===== src/rtl/seven_segment_scanner.sv =====
// Time-multiplexed 3-digit seven-segment scanner with per-slot dead time.
// Optional leading-zero blanking of tens/hundreds: define LEADING_ZERO_BLANK_EN.
module seven_segment_scanner #(
    parameter int unsigned REFRESH_DIV  = 50000,
    parameter int unsigned DEAD_CYCLES  = 16,
    parameter logic [6:0]  ZERO_PATTERN = 7'b1000000
) (
    input  logic       i_clk,
    input  logic       i_rst,
    input  logic       i_enable,
    input  logic [6:0] i_seg_units,
    input  logic [6:0] i_seg_tens,
    input  logic [6:0] i_seg_hunds,
    output logic [6:0] o_segments,
    output logic [2:0] o_anodes,
    output logic [1:0] o_digit_sel
);

    localparam int unsigned PW = (REFRESH_DIV > 1) ? $clog2(REFRESH_DIV) : 1;
    localparam logic [PW-1:0] LAST_PHASE = PW'(REFRESH_DIV - 1);
    localparam logic [PW-1:0] DEAD_PHASE = PW'(DEAD_CYCLES);

    typedef enum logic [1:0] {
        SLOT_UNITS = 2'd0,
        SLOT_TENS  = 2'd1,
        SLOT_HUNDS = 2'd2
    } slot_t;

    // r_nphase/r_nslot name the phase and slot the outputs will show after the
    // next enabled edge, so reset and the first counted edge both present phase 0.
    logic [PW-1:0] r_nphase;
    slot_t         r_nslot;
    logic [6:0]    r_segments;
    logic [2:0]    r_anodes;
    logic [1:0]    r_digit_sel;

    logic [PW-1:0] w_nphase_nxt;
    slot_t         w_nslot_nxt;
    logic [6:0]    w_seg_nxt;
    logic [2:0]    w_an_nxt;
    logic [1:0]    w_sel_nxt;

    logic [6:0]    w_snap_tens;
    logic [6:0]    w_snap_hunds;

`ifdef LEADING_ZERO_BLANK_EN
    logic w_hunds_zero;
    logic w_tens_zero;

    assign w_hunds_zero = (i_seg_hunds == ZERO_PATTERN);
    assign w_tens_zero  = (i_seg_tens == ZERO_PATTERN);
    assign w_snap_hunds = w_hunds_zero ? 7'h7F : i_seg_hunds;
    assign w_snap_tens  = (w_hunds_zero && w_tens_zero) ? 7'h7F : i_seg_tens;
`else
    logic w_unused_zero;

    assign w_unused_zero = ^ZERO_PATTERN;
    assign w_snap_hunds  = i_seg_hunds;
    assign w_snap_tens   = i_seg_tens;
`endif

    always_ff @(posedge i_clk) begin
        if (i_rst) begin
            r_nphase    <= '0;
            r_nslot     <= SLOT_UNITS;
            r_segments  <= '1;
            r_anodes    <= '1;
            r_digit_sel <= '0;
        end else begin
            r_nphase    <= w_nphase_nxt;
            r_nslot     <= w_nslot_nxt;
            r_segments  <= w_seg_nxt;
            r_anodes    <= w_an_nxt;
            r_digit_sel <= w_sel_nxt;
        end
    end

    always_comb begin
        w_nphase_nxt = r_nphase;
        w_nslot_nxt  = r_nslot;
        w_seg_nxt    = r_segments;
        w_an_nxt     = 3'b111;
        w_sel_nxt    = r_digit_sel;

        if (i_enable) begin
            w_sel_nxt = r_nslot;

            if (r_nphase >= DEAD_PHASE) begin
                case (r_nslot)
                    SLOT_TENS:  w_an_nxt = 3'b101;
                    SLOT_HUNDS: w_an_nxt = 3'b011;
                    default:    w_an_nxt = 3'b110;
                endcase
            end

            // Snapshot only at slot start so the bus never changes mid-slot.
            if (r_nphase == '0) begin
                case (r_nslot)
                    SLOT_TENS:  w_seg_nxt = w_snap_tens;
                    SLOT_HUNDS: w_seg_nxt = w_snap_hunds;
                    default:    w_seg_nxt = i_seg_units;
                endcase
            end

            if (r_nphase == LAST_PHASE) begin
                w_nphase_nxt = '0;
                case (r_nslot)
                    SLOT_UNITS: w_nslot_nxt = SLOT_TENS;
                    SLOT_TENS:  w_nslot_nxt = SLOT_HUNDS;
                    default:    w_nslot_nxt = SLOT_UNITS;
                endcase
            end else begin
                w_nphase_nxt = r_nphase + 1'b1;
            end
        end
    end

    assign o_segments  = r_segments;
    assign o_anodes    = r_anodes;
    assign o_digit_sel = r_digit_sel;

endmodule


===== config.mk =====
export PLATFORM = sky130hd
export DESIGN_NAME = seven_segment_scanner
export DESIGN_NICKNAME = d
export VERILOG_FILES = /design/src/rtl/seven_segment_scanner.sv
export SDC_FILE = /design/constraint.sdc
export NUM_CORES = 1
export LEC_CHECK = 0
export BUFFER_PORTS_ARGS = -buffer_cell sky130_fd_sc_hd__buf_4
export CAP_MARGIN = 15
export CORE_MARGIN = 5
export CORE_UTILIZATION = 47
export DETAILED_ROUTE_END_ITERATION = 10
export PLACE_DENSITY = 0.73
export SKIP_LAST_GASP = 1
export SYNTH_ARGS = -nofsm -noshare
export SYNTH_HDL_FRONTEND = slang
export SYNTH_SLANG_ARGS = --single-unit

===== constraint.sdc =====
create_clock -name i_clk -period 1.6 [get_ports i_clk]
set_input_delay 0.32 -clock i_clk [delete_from_list [all_inputs] [get_ports i_clk]]
set_output_delay 0.32 -clock i_clk [all_outputs]
set_load 0.05 [all_outputs]

Word-level counts from Yosys, hierarchy flattened
Index checks and enable logic that the tools add are counted.
- register bits after elaboration: 30
- word-level logic and storage cells: 21
- bits of input ports: 24
- output and inout port bits: 12
- add/subtract/negate cells: 1
- magnitude comparators: 1
- bitwise gates (word level): 2
- multiplexer cells: 4
- equality and inequality tests: 3
- reduce and logical (&&, ||, !) cells: 5
- operators with widths (cell ; count):
    $add A16 B1 Y16 const B ; 1
    $eq A16 B16 Y1 const B ; 1
    $ge A16 B5 Y1 const B ; 1
    $logic_not A16 Y1 ; 1
    $mux W16 ; 1
    $pmux W7 S2 ; 1
    $pmux W3 S2 ; 1
    $pmux W2 S2 ; 1
    $reduce_and A2 Y1 ; 2
    $reduce_or A3 Y1 ; 1
    $eq A2 B1 Y1 const B ; 1
    $eq A2 B2 Y1 const B ; 1
    $logic_not A2 Y1 ; 1
    $not A1 Y1 ; 2

Longest topological paths before layout
- depth after elaboration: 3
- depth in mapped cells: 6

Least setup slack after synthesis
Ideal clock, no wire load.
- path type: register to register
- from: reg r_nphase[7]
- to: reg r_segments[0], in the netlist o_segments[0]
- setup slack: -83 ps
- data required time: 1480 ps
- buffers on the path: 1
- data arrival time: 1563 ps
- stages on the path, launching flop included: 6
- cells stage by stage: dfxtp_1 nor4_2 nand4_2 or2_0 clkbuf_1 a211o_1
- cells in the longest elaborated chain, start to end: 2
- ends and longest elaborated chain (element ; line ; text):
    from (decl) ; 31 ; logic [PW-1:0] r_nphase;
    from (signal assigned) ; 70 ; r_nphase <= w_nphase_nxt;
    $logic_not A16 Y1 ; 97 ; if (r_nphase == '0) begin
    $reduce_and A2 Y1 (no line) ; n/a ;
    to (signal assigned) ; 72 ; r_segments <= w_seg_nxt;
    to (decl) ; 33 ; logic [6:0] r_segments;
Every way passes these cells.
A chain may end at the register's enable or synchronous reset.

Final worst setup path
- from: reg r_nphase[6]
- to: reg r_nphase[15]
- cells in the longest elaborated chain, start to end: 2
- elaborated cells on any way between the ends: 3
- classes of those cells: add/sub (1); eq/ne (1); mux (1)
- ends and longest elaborated chain (element ; line ; text):
    $add A16 B1 Y16 / $eq A16 B16 Y1 (equally long branches) ; 113, 105 ;
    $mux W16 * ; 105 ; if (r_nphase == LAST_PHASE) begin
Every way passes the cells marked *; elsewhere a longest branch is shown, timed or not.

==> metrics.md <==
| Metric | Value |
|---|---|
| Outcome | completed |
| Post-synth EDFFs | 0 |
| Maxcap violations | 0 |
| Vias in the first global route | 1379 |
| Root Driver | clkbuf_4 |
| IR drop worst, VDD | about 650 µV |
| Detailed Route Iter0 Violations | 89 |
| Most frequent cells in the layout | buf_4, dfxtp_1, nor2_1, xnor2_1, inv_1 |
| Via-to-Cell Ratio | 5.361 |
| Synth cell types | 35 |
| I/O pins | 36 |
| Num rows | 20 |
| Worst path arrival time | 1.85 ns |
| WL/cell | 14.95 µm |
| Largest net degree at the start of global routing | 16 |
| Commonest non-fill, non-tap cell in the layout | buf_4 |
| Post-Syn Area | 1476 µm² |
| H-tree lvl count | 2 |
| Class of the worst hold path | in2reg |
| Ys async rst share | 0% |
| Nets | 248 |
| WL final | between 3000 and 4000 µm |
| Grt ovf | 0 |
| Crit Path Max Fanout | 4 |
| Cells after Synth | around 160 |
| Setup crit start kind | flop |
| Synth Flop Type | dfxtp_1 |
| DR pass1 iterations | 4 |
| Post-DRT Antenna Nets | 0 |
| CP Class | reg2reg |
| Tmin final | roughly 1.6 ns |
| N_diodes | 0 |
| Clock Latency Late Sink | 0.33 ns |
| Synth area leader | dfxtp_1 |
| Area Overhead vs Synth | 49.24% |
| Clock sink count | 30 |
| Leading post-synthesis cells by cell area | dfxtp_1, nor2_1, xnor2_1 |
| Drc violations | 0 |
| Rel. slew slack | roughly three quarters |
| Skew final | around 0.0067 ns |
| Global-route wire length before repair | approximately 6100 µm |
| Syn Nets | around 190 |
| RSZ-0062 raised after global routing | true |
| Total vias in the final route | ~1400 |
| Setup TNS | 0 ns |
| Syn avg cell area | ~9.1 µm² |
| Final setup vio count | 0 |
| CP Data Required Time | between 1.5 and 2 ns |
| Final core utilization | slightly above 70% |
| Core Box Area | approximately 3000 µm² |
| Die area | 4362 µm² |
| Seq cells post-synth | 30 |
| TritonCTS clock tree | built |
| Total CTS buffers | 5 |
| Leakage | roughly 0.84 nW |
| IO Port Bufs | 35 |
| Initial Utilization | between 40% and 50% |
| Initial antenna violation count | 0 |
| Crit. End Element | flop |
| Hold Vio Cnt, Final | 0 |
| PD cells | 731.5 nW/µm² |
| Worst-margin pin slew | a little under 0.4 ns |
| Synth warn | 0 |
| Die height | between 60 and 70 µm |
| Fin crit share | between 90% and 100% |
| Share of cells above drive strength 1 | roughly half |
| Seq/Total Area, Yosys | between 40% and 50% |
| Clock Path Buffers | 2 |
| Post-synth top area share | 40.68% |
| Max Clk Rate | 631.2 MHz |
| Gr usage total | a little under a fifth |
| Placer Congestion | between 0.8 and 0.9 |
| Hpwl dp | 2907 µm |
| Clock slew at reported path FFs | ~0.10 ns |
| Die width | about 66 µm |
| Slew Viols, Final | 0 |
[per-layer routing]
layer,track usage (%),wire (µm)
met3,4.422,167
met4,9.645,64
met2,34.04,2183
met1,19.29,1516
met5,0,0
[synth_stat cells (all sizes together) (4+ instances only)]
cell type,number
a2111oi,7
ha,6
a21oi,4
dfxtp,30
clkbuf,4
a22oi,7
nor2,26
nand3,6
a211o,7
nor4,6
nand4,5
inv,8
xnor2,10
nand2,7
[timing repair]
action | CTS | global route
pin swaps | 1 | 21
setup endpoints to repair | 9 | 24
setup buffers | 1 | 1
hold buffers | 0 | 0
gates resized for setup | 12 | 40
cloned | 0 | 0
[worst paths after layout]
kind,startpoint,endpoint,slack (ns),cells past startpoint
worst min register to register,o_segments[3],o_segments[3],0.48,1
worst min-delay path,i_rst,r_nslot[0],0.26,2
worst max register to register,r_nphase[6],r_nphase[15],0.02,4
worst max-delay path,r_nphase[6],r_nphase[15],0.02,4
[logic make-up (layout without fill, tap and decap cells)]
logic type      after synthesis  in the layout  synth area share [%]
compound gates               30             30                 15.25
xor+xnor                     13             13                 7.712
fa+ha+maj                     6              6                 5.085
buf+inv                      15             72                 4.576
flops                        30             30                 40.68
mux                           3              3                 2.034
simple gates                 65             65                 24.66
[cell type report]
class                      instances  area (µm²)
timing repair buffer              56       431.7
sequential                        30       630.6
fill                             221       824.5
multi-input combinational        117       977.2
tap                               44       55.05
clock buffer                       8       78.83
inverter                           8       30.03
[report_power, final]
part | internal [W] | switching, W
sequential | 0.000763 | 0.0000192
clock | 0.000300 | 0.000265
combinational | 0.000115 | 0.000149
[metrics by stage]
step / hold slack [ns] / power, W / worst slack [ns] / cells / cell area, µm²
5_1_grt: 0.2618 / 0.001683 / -0.04782 / 263 / 2203
2_1_floorplan: 0.4144 / 0.0009387 / 0.01693 / 162 / 1510
3_5_place_dp: 0.4621 / 0.001035 / -0.1058 / 253 / 1931
4_1_cts: 0.2466 / 0.001595 / 0.0002449 / 262 / 2039
6_report: 0.2566 / 0.001612 / 0.01575 / 263 / 2203
3_3_place_gp: 0.4552 / 0.001032 / -0.1061 / 253 / 1931
[sequential cells by signal, indices dropped and copies added, names as in the netlist]
| register | count |
|---|---|
| r_nslot | 2 |
| o_segments | 7 |
| o_anodes | 3 |
| o_digit_sel | 2 |
| r_nphase | 16 |
[worst max-delay path, cell delays in order, from the launching register on]
cell and delay, ns:
dfxtp_4 0.39, nand4_4 0.11, or3_4 0.40, or4_1 0.48
a21oi_1 0.13
No activity file was read; power rests on OpenSTA's default activity.
